<file path="src/rtl/caldet_pkg.sv">
// ============================================================================
// Module   : caldet_pkg
// Brief    : Shared types and elaboration helpers for the caldet sequencer.
// Revision : 1.0 - initial release
// ============================================================================
`default_nettype none

package caldet_pkg;

    typedef enum logic [1:0] {
        ST_IDLE = 2'd0,
        ST_READ = 2'd1,
        ST_CALC = 2'd2,
        ST_DONE = 2'd3
    } state_e;

    function automatic int clog2(input int n);
        int r;
        r = 0;
        for (int i = 0; i < 32; i++) begin
            if ((1 << r) < n) r++;
        end
        return r;
    endfunction

    // Counter width able to hold 0..limit, never narrower than one bit.
    function automatic int cnt_w(input int limit);
        return (clog2(limit + 1) < 1) ? 1 : clog2(limit + 1);
    endfunction

    function automatic int calc_beats(input int elems, input int ports);
        return (elems + ports - 1) / ports;
    endfunction

endpackage

`default_nettype wire

</file>
<file path="src/rtl/caldet_addr_gen.sv">
// ============================================================================
// Module   : caldet_addr_gen
// Brief    : Combinational read-address and lane-valid generation per beat.
// Revision : 1.0 - initial release
// ============================================================================
`default_nettype none

module caldet_addr_gen #(
    parameter int ELEMS  = 4,
    parameter int PORTS  = 4,
    parameter int N_MAT  = 2,
    parameter int ADDR_W = 4,
    parameter int BASE   = 0,
    parameter int BW     = 1
) (
    input  logic [BW-1:0]               beat_i,
    input  logic [N_MAT-1:0]            sel_i,
    input  logic                        read_i,
    output logic [N_MAT*PORTS*ADDR_W-1:0] ra_o,
    output logic [N_MAT-1:0]            ra_valid_o,
    output logic [PORTS-1:0]            lane_valid_o
);

    logic [PORTS*ADDR_W-1:0] lane_addr;

    for (genvar gp = 0; gp < PORTS; gp++) begin : g_lane
        logic [31:0] idx;
        logic        live;
        assign idx  = 32'(beat_i) * 32'(PORTS) + 32'(gp);
        assign live = read_i && (idx < 32'(ELEMS));
        assign lane_addr[gp*ADDR_W +: ADDR_W] = live ? ADDR_W'(32'(BASE) + idx) : '0;
        assign lane_valid_o[gp] = live;
    end

    // Every selected matrix sees the same lane addresses; deselected ones stay at zero.
    for (genvar gm = 0; gm < N_MAT; gm++) begin : g_mat
        assign ra_o[gm*PORTS*ADDR_W +: PORTS*ADDR_W] =
            (read_i && sel_i[gm]) ? lane_addr : '0;
    end

    assign ra_valid_o = read_i ? sel_i : '0;

endmodule

`default_nettype wire

</file>
<file path="src/rtl/control_caldet_seq.sv">
// ============================================================================
// Module   : control_caldet_seq
// Brief    : Determinant-read sequencer: READ beats, CALC latency, DONE pulse.
//            Optional CALDET_BACK2BACK_EN accepts a new start during DONE.
// Revision : 1.0 - initial release
// ============================================================================
`default_nettype none

module control_caldet_seq
    import caldet_pkg::*;
#(
    parameter int ELEMS    = 4,
    parameter int PORTS    = 4,
    parameter int N_MAT    = 2,
    parameter int ADDR_W   = 4,
    parameter int BASE     = 0,
    parameter int CALC_LAT = 2
) (
    input  logic                          clk,
    input  logic                          rst_n,
    input  logic                          start,
    input  logic                          abort,
    input  logic [N_MAT-1:0]              mat_sel,
    output logic [N_MAT*PORTS*ADDR_W-1:0] ra,
    output logic [N_MAT-1:0]              ra_valid,
    output logic [PORTS-1:0]              lane_valid,
    output logic                          encaldet,
    output logic                          donecaldet,
    output logic                          busy
);

    localparam int BEATS = calc_beats(ELEMS, PORTS);
    localparam int BW    = cnt_w(BEATS);
    localparam int LW    = cnt_w(CALC_LAT);

    localparam logic [BW-1:0] BEAT_LAST = BW'(BEATS - 1);
    localparam logic [LW-1:0] LAT_LAST  = LW'((CALC_LAT > 0) ? CALC_LAT - 1 : 0);

    state_e             state_q, state_d;
    logic [BW-1:0]      beat_q, beat_d;
    logic [LW-1:0]      lat_q, lat_d;
    logic [N_MAT-1:0]   sel_q, sel_d;
    logic               en_q, done_q, busy_q;
    logic               accept;

    always_comb begin
        state_d = state_q;
        beat_d  = beat_q;
        lat_d   = lat_q;
        sel_d   = sel_q;
        accept  = 1'b0;

        case (state_q)
            ST_IDLE: accept = start && !abort;
            ST_READ: begin
                if (abort) begin
                    state_d = ST_IDLE;
                end else if (beat_q == BEAT_LAST) begin
                    state_d = (CALC_LAT == 0) ? ST_DONE : ST_CALC;
                    lat_d   = '0;
                end else begin
                    beat_d = beat_q + BW'(1);
                end
            end
            ST_CALC: begin
                if (abort) begin
                    state_d = ST_IDLE;
                end else if (lat_q == LAT_LAST) begin
                    state_d = ST_DONE;
                end else begin
                    lat_d = lat_q + LW'(1);
                end
            end
            ST_DONE: begin
                state_d = ST_IDLE;
`ifdef CALDET_BACK2BACK_EN
                accept = start && !abort;
`endif
            end
            default: state_d = ST_IDLE;
        endcase

        if (accept) begin
            state_d = ST_READ;
            sel_d   = mat_sel;
            beat_d  = '0;
        end
        if (state_d == ST_IDLE) begin
            sel_d  = '0;
            beat_d = '0;
            lat_d  = '0;
        end
    end

    // Status outputs are decoded from the next state so they leave a flop.
    always_ff @(posedge clk or negedge rst_n) begin
        if (!rst_n) begin
            state_q <= ST_IDLE;
            beat_q  <= '0;
            lat_q   <= '0;
            sel_q   <= '0;
            en_q    <= 1'b0;
            done_q  <= 1'b0;
            busy_q  <= 1'b0;
        end else begin
            state_q <= state_d;
            beat_q  <= beat_d;
            lat_q   <= lat_d;
            sel_q   <= sel_d;
            en_q    <= (state_d == ST_READ) || (state_d == ST_CALC);
            done_q  <= (state_d == ST_DONE);
            busy_q  <= (state_d != ST_IDLE);
        end
    end

    caldet_addr_gen #(
        .ELEMS  (ELEMS),
        .PORTS  (PORTS),
        .N_MAT  (N_MAT),
        .ADDR_W (ADDR_W),
        .BASE   (BASE),
        .BW     (BW)
    ) u_addr_gen (
        .beat_i       (beat_q),
        .sel_i        (sel_q),
        .read_i       (state_q == ST_READ),
        .ra_o         (ra),
        .ra_valid_o   (ra_valid),
        .lane_valid_o (lane_valid)
    );

    assign encaldet   = en_q;
    assign donecaldet = done_q;
    assign busy       = busy_q;

endmodule

`default_nettype wire
</file>
<file path="config.mk">
export PLATFORM = sky130hd
export DESIGN_NAME = control_caldet_seq
export DESIGN_NICKNAME = d
export VERILOG_FILES = /design/src/rtl/caldet_pkg.sv /design/src/rtl/caldet_addr_gen.sv /design/src/rtl/control_caldet_seq.sv
export SDC_FILE = /design/constraint.sdc
export NUM_CORES = 1
export LEC_CHECK = 0
export BUFFER_PORTS_ARGS = -buffer_cell sky130_fd_sc_hd__buf_2
export CORE_ASPECT_RATIO = 0.9
export CORE_MARGIN = 5
export CORE_UTILIZATION = 39
export CTS_BUF_LIST = sky130_fd_sc_hd__clkbuf_4
export DETAILED_ROUTE_END_ITERATION = 10
export HOLD_SLACK_MARGIN = 0.03
export PLACE_DENSITY = 0.88
export SYNTH_ARGS = -nofsm -noshare
export SYNTH_HDL_FRONTEND = slang
export SYNTH_HIERARCHICAL = 1
export SYNTH_SLANG_ARGS = --single-unit
</file>
<file path="constraint.sdc">
create_clock -name clk -period 1.65 [get_ports clk]
set_input_delay 0.33 -clock clk [delete_from_list [all_inputs] [get_ports clk]]
set_output_delay 0.33 -clock clk [all_outputs]
set_load 0.01 [all_outputs]
</file>
==> impl_metrics.tcl, run 1 <==
set metrics [dict create \
    drive_above_1_share_pct 52.8 \
    cts_buffers 3 \
    fillers 176 \
    wl_met2_um 866 \
    cts_buffer_depth 2 \
    synth_area_leader_cell "buf_4" \
    crit_fanout 5 \
    met3_length_um 207 \
    fin_crit_ns 1.68 \
    cp.required_ns 1.32 \
    cts_tree "yes" \
    die_width_um 56.4 \
    die_y_um 51.8 \
    mostFrequentLayoutCells "conb_1, buf_2, buf_4" \
    slowest_stage "dfrtp_2" \
    drt-met1-wl_um 434 \
    synthDistinctLibCells 23 \
    syn_area_um2 756 \
    hp-class "in -> reg" \
    htree_levels 1 \
    finalHoldViolations 0 \
    dp_hpwl_mm 1.08 \
    clk_pin_slew_ns 0.06 \
    regArea_um2 228 \
    status "complete, but fails checks" \
    syn_to_final_growth_pct 25.3 \
    post-route-period-util_pct 102 \
    clkPwrFrac_pct 29.1 \
    routed_wl_mm 1.54 \
    timing_max_transition_violations_final 0 \
    fin_cells 133 \
    grt_pass1_vias 510 \
    final_common_cell "conb_1" \
    worstSetupEndpointType "output port" \
    pwr-share-seq_pct 38.5 \
    grt_pass1_wl_mm 2.18 \
    gp_congestion 0.874 \
    violations "negative setup slack" \
    place_inst 121 \
    rows 15 \
    drcViolationCount 0 \
    synth-seq-area-share_pct 29.8 \
    synth.ff_latch_count 9 \
    ioPinCount 47 \
    switchingPower_mw 0.193 \
    clk_latency_ns 0.26 \
    critPathKind "reg -> out" \
    diodes 0 \
    final_area_um2 947 \
    cts_sinks 9 \
    arrival_ns 1.35 \
    vias_per_cell 4.08 \
    yosys_warnings 6 \
    p_int_mw 0.438 \
    ant_nets 0 \
    setup_viol 12 \
    place_worst_setup_slack_ns -0.122 \
    cellLeakagePower_nw 0.522 \
    worstPathCellList "buf_6 > and2b_2 > and3b_2 > buf_2" \
    syn_avg_cell_area_um2 9.45 \
    antenna_found_initial 0 \
    comb_power_share_pct 32.4 \
    first_pass_iters 4 \
    gr-total-overflow 0 \
    layout.core_utilization_pct 50.5 \
    post_dp_cell_area_um2 759 \
    pwr_density_cell_mw_per_mm2 666 \
    cap_violations 0 \
    critical_path.max_stage_delay_ns 0.41 \
    drt_iter0_drc 5 \
    route.vias.total 542 \
    fin_skew_ns 0.00579 \
    core_mm2 0.00188 \
    fmax_mhz 595 \
    cp-start-kind "register" \
    initial_core_util_pct 40.3 \
    globalRouteTotalUtil_pct 9.94 \
    nNetsFinal 118 \
    portBuffers 22 \
    die_area_mm2 0.00292 \
    top_layer_used "met4" \
    yosys-top-cells-area "buf_4, dfrtp_1, ha_1" \
    wl_per_cell_um 11.6 \
    yosysTopAreaCellShare_pct 33.8 \
    swShare_pct 30.6 \
    netlist_instances 80 \
    grt_max_degree 10 \
    multi_input_area_um2 402 \
    rsz0062_at_grt "yes" \
    root_buffer "clkbuf_4" \
    fin_ws_ns -0.0318 \
    max-vdd-ir-drop_v 0.000243 \
]
-- worst max-delay path: cells and delay by family, from the launching register on --
| kind | cells | cell delay, ns |
|---|---|---|
| and+or+nand+nor | 2 | 0.44 |
| buffers and inverters | 2 | 0.25 |
| DFF | 1 | 0.41 |
-- cells in the mapped netlist (all sizes together) --
| library cell | number |
|---|---|
| a211oi | 1 |
| nand2 | 2 |
| nor2 | 3 |
| nand2b | 1 |
| xor2 | 1 |
| o21a | 1 |
| and2b | 2 |
| conb | 2 |
| dfrtp | 9 |
| buf | 35 |
| a21oi | 2 |
| and2 | 2 |
| ha | 3 |
| o32ai | 2 |
| or2 | 1 |
| mux2i | 2 |
| and3b | 2 |
| a211o | 1 |
| nor4b | 3 |
| inv | 5 |
-- layer usage --
metal,vias up,global-route usage [%]
li1,251,-
met3,6,3.23
met2,43,20.8
met4,0,6.72
met5,-,0
met1,242,7.55
-- path summary, 6_finish.rpt --
kind                             from         end  slack [ns]  cells after the start
setup / recovery           state_q[1]      ra[29]       -0.03                      4
max in group asynchronous       rst_n  state_q[0]        1.01                      2
min in group asynchronous       rst_n    encaldet        0.44                      2
hold / removal             mat_sel[0]    sel_q[0]        0.34                      3
hold reg to reg              sel_q[0]    sel_q[0]        0.54                      2
setup reg to reg             lat_q[1]    lat_q[1]        0.01                      7
-- cells by family after synthesis --
group	share of synthesized area, %
compound gates	6.79
other cells	0.994
xor+xnor	1.16
fa+ha+maj	4.97
simple gates	15.9
mux	2.65
buf+inv	37.7
flops	29.8
-- layout make-up --
class / instances / share of cell area [%]
multi-input combinational: 56 / 42.4
timing repair buffer: 34 / 24.8
sequential: 9 / 24.0
tap: 25 / 3.30
clock buffer: 4 / 3.17
inverter: 5 / 2.25
-- metrics by stage --
stage | power [mW] | hold slack, ns | TNS [ns]
after floorplan | 0.391 | 0.0344 | 0
after global placement | 0.380 | 0.186 | -0.0369
after detailed placement | 0.386 | 0.195 | -0.207
after CTS | 0.601 | 0.349 | -0.272
after global routing | 0.668 | 0.349 | -1.12
final | 0.631 | 0.339 | -0.239
-- repair_timing --
item	4_1_cts	5_1_grt
endpoints found under the hold margin	9	0
gates resized for setup	8	14
endpoints found under the setup margin	16	16
pin swaps	2	5
buffers inserted	6	1
hold buffers	1	0
-- flip-flops by register name, indices dropped and copies added, names as in the netlist --
register / cells
encaldet: 1
state_q: 2
donecaldet: 1
lat_q: 2
sel_q: 2
busy: 1
-- power groups by stage --
| stage | sequential (mW) | clock (mW) | combinational (mW) |
|---|---|---|---|
| CTS | 0.242 | 0.186 | 0.172 |
| floorplan | 0.253 | 0 | 0.138 |
| global placement | 0.252 | 0 | 0.128 |
| detailed placement | 0.252 | 0 | 0.134 |
| global route | 0.245 | 0.205 | 0.219 |
| finish | 0.243 | 0.184 | 0.204 |
Power figures use the tool's default switching activity.
==> run 2, diff against run 1 <==
Settings changed: PLACE_DENSITY 0.88 to not set, PLACE_DENSITY_LB_ADDON set to 0.3.
==> run 2 against run 1 <==
The flow still finishes with violations (negative setup slack). Largest power group unchanged. Sequential cell count did not move. Wire length fell by 1.4%. Maximum frequency fell by 0.31%. Critical path type unchanged. Design area rose by 3.3%.
==> impl_metrics.tcl, run 2 (synthesized netlist as in run 1, its figures left out) <==
set metrics [dict create \
    cellLeakagePower_nw 0.538 \
    ioPinCount 47 \
    finalHoldViolations 0 \
    holdPathStages 3 \
    core_mm2 0.00188 \
    violations "negative setup slack" \
    nNetsFinal 121 \
    rsz0062_at_grt "yes" \
    ant_nets 0 \
    setup_viol 12 \
    die_width_um 56.4 \
    post-route-period-util_pct 102 \
    grt_max_degree 10 \
    cap_violations 0 \
    pwr_density_cell_mw_per_mm2 655 \
    syn_to_final_growth_pct 29.5 \
    cp.required_ns 1.32 \
    arrival_ns 1.36 \
    fin_crit_ns 1.69 \
    cts_buffers 3 \
    timing_max_transition_violations_final 0 \
    cts_sinks 9 \
    vias_per_cell 3.99 \
    fmax_mhz 593 \
    grt_pass1_vias 474 \
    root_buffer "clkbuf_4" \
    drcViolationCount 0 \
    antenna_found_initial 0 \
    ff2ff_path_depth 7 \
    critPathKind "reg -> out" \
    die_y_um 51.8 \
    slowest_stage "dfrtp_2" \
    critical_path.max_stage_delay_ns 0.41 \
    htree_levels 1 \
    grt_pass1_wl_mm 1.90 \
    cp-start-kind "register" \
    worstPathCellList "buf_6 > and2b_2 > and3b_2 > buf_2" \
    gp_congestion 0.783 \
    rows 15 \
    crit_fanout 5 \
    routed_wl_mm 1.52 \
    fin_skew_ns 0.00188 \
    drive_above_1_share_pct 51.4 \
    die_area_mm2 0.00292 \
    final_common_cell "conb_1" \
    layout.core_utilization_pct 52.1 \
    worstSetupEndpointType "output port" \
    hp-class "in -> reg" \
    drt_iter0_drc 9 \
    first_pass_iters 3 \
    cts_tree "yes" \
    clk_pin_slew_ns 0.06 \
    dp_hpwl_um 971 \
    gr-total-overflow 0 \
    hold-worst-slack_ns 0.326 \
    route.vias.total 542 \
    max-vdd-ir-drop_v 0.000359 \
    mostFrequentLayoutCells "conb_1, buf_2, buf_4" \
    portBuffers 22 \
    wl_per_cell_um 11.2 \
    cts_buffer_depth 2 \
    top_regs "lat_q: 2 flops, sel_q: 2 flops, state_q: 2 flops" \
    status "complete, but fails checks" \
    initial_core_util_pct 40.3 \
    clk_latency_ns 0.26 \
    fin_ws_ns -0.0370 \
    diodes 0 \
    globalRouteTotalUtil_pct 8.58 \
]
## run 2: final timing paths
kind                                  from    endpoint  slack (ns)
min in group asynchronous            rst_n    lat_q[0]        0.46
worst min-delay path            mat_sel[1]    sel_q[1]        0.33
worst max-delay path            state_q[1]      ra[29]       -0.04
worst max register to register  state_q[1]    lat_q[1]           0
worst min register to register    sel_q[1]    sel_q[1]        0.55
max in group asynchronous            rst_n  state_q[0]        1.00
## run 2: worst max-delay path: cells and delay by family, from the launching register on
family	cells	cell delay, ns
simple gates	2	0.43
flops	1	0.41
buf+inv	2	0.26
## run 2: area by class of cell
cell class / instances / area [um2]
Inverter: 5 / 21.3
Tap cell: 25 / 31.3
Sequential cell: 9 / 228
Fill cell: 173 / 898
Clock buffer: 4 / 30.0
Timing Repair Buffer: 37 / 268
Multi-Input combinational cell: 56 / 400
## run 2: power by group
part	internal [mW]	switching, mW
clock	0.109	0.0710
sequential	0.237	0.0113
combinational	0.104	0.108
total	0.451	0.190
## run 2: per-layer routing
layer	vias to the layer above	wire length, um	track usage [%]
met5	-	0	0
met4	0	41	7.11
met3	4	172	0.993
met2	34	840	16.7
met1	245	465	8.07
li1	259	-	-
## run 2: timing repair
| item | CTS | global route |
|---|---|---|
| setup endpoints to repair | 16 | 16 |
| pin swaps | 1 | 3 |
| resized for setup | 5 | 17 |
| buffers inserted | 5 | 4 |
| hold buffers | 1 | 0 |
| endpoints found under the hold margin | 9 | 0 |
## run 2: stage by stage
stage          TNS, ns  power, mW  instances  area [um2]  setup WS, ns
2_1_floorplan        0      0.391        105         855        0.0125
3_3_place_gp   -0.0215      0.384        122         767       -0.0115
3_5_place_dp   -0.0781      0.384        122         767       -0.0431
4_1_cts         -0.316      0.598        132         866       -0.0365
5_1_grt          -1.11      0.680        136         978        -0.101
6_report        -0.265      0.641        136         978       -0.0370
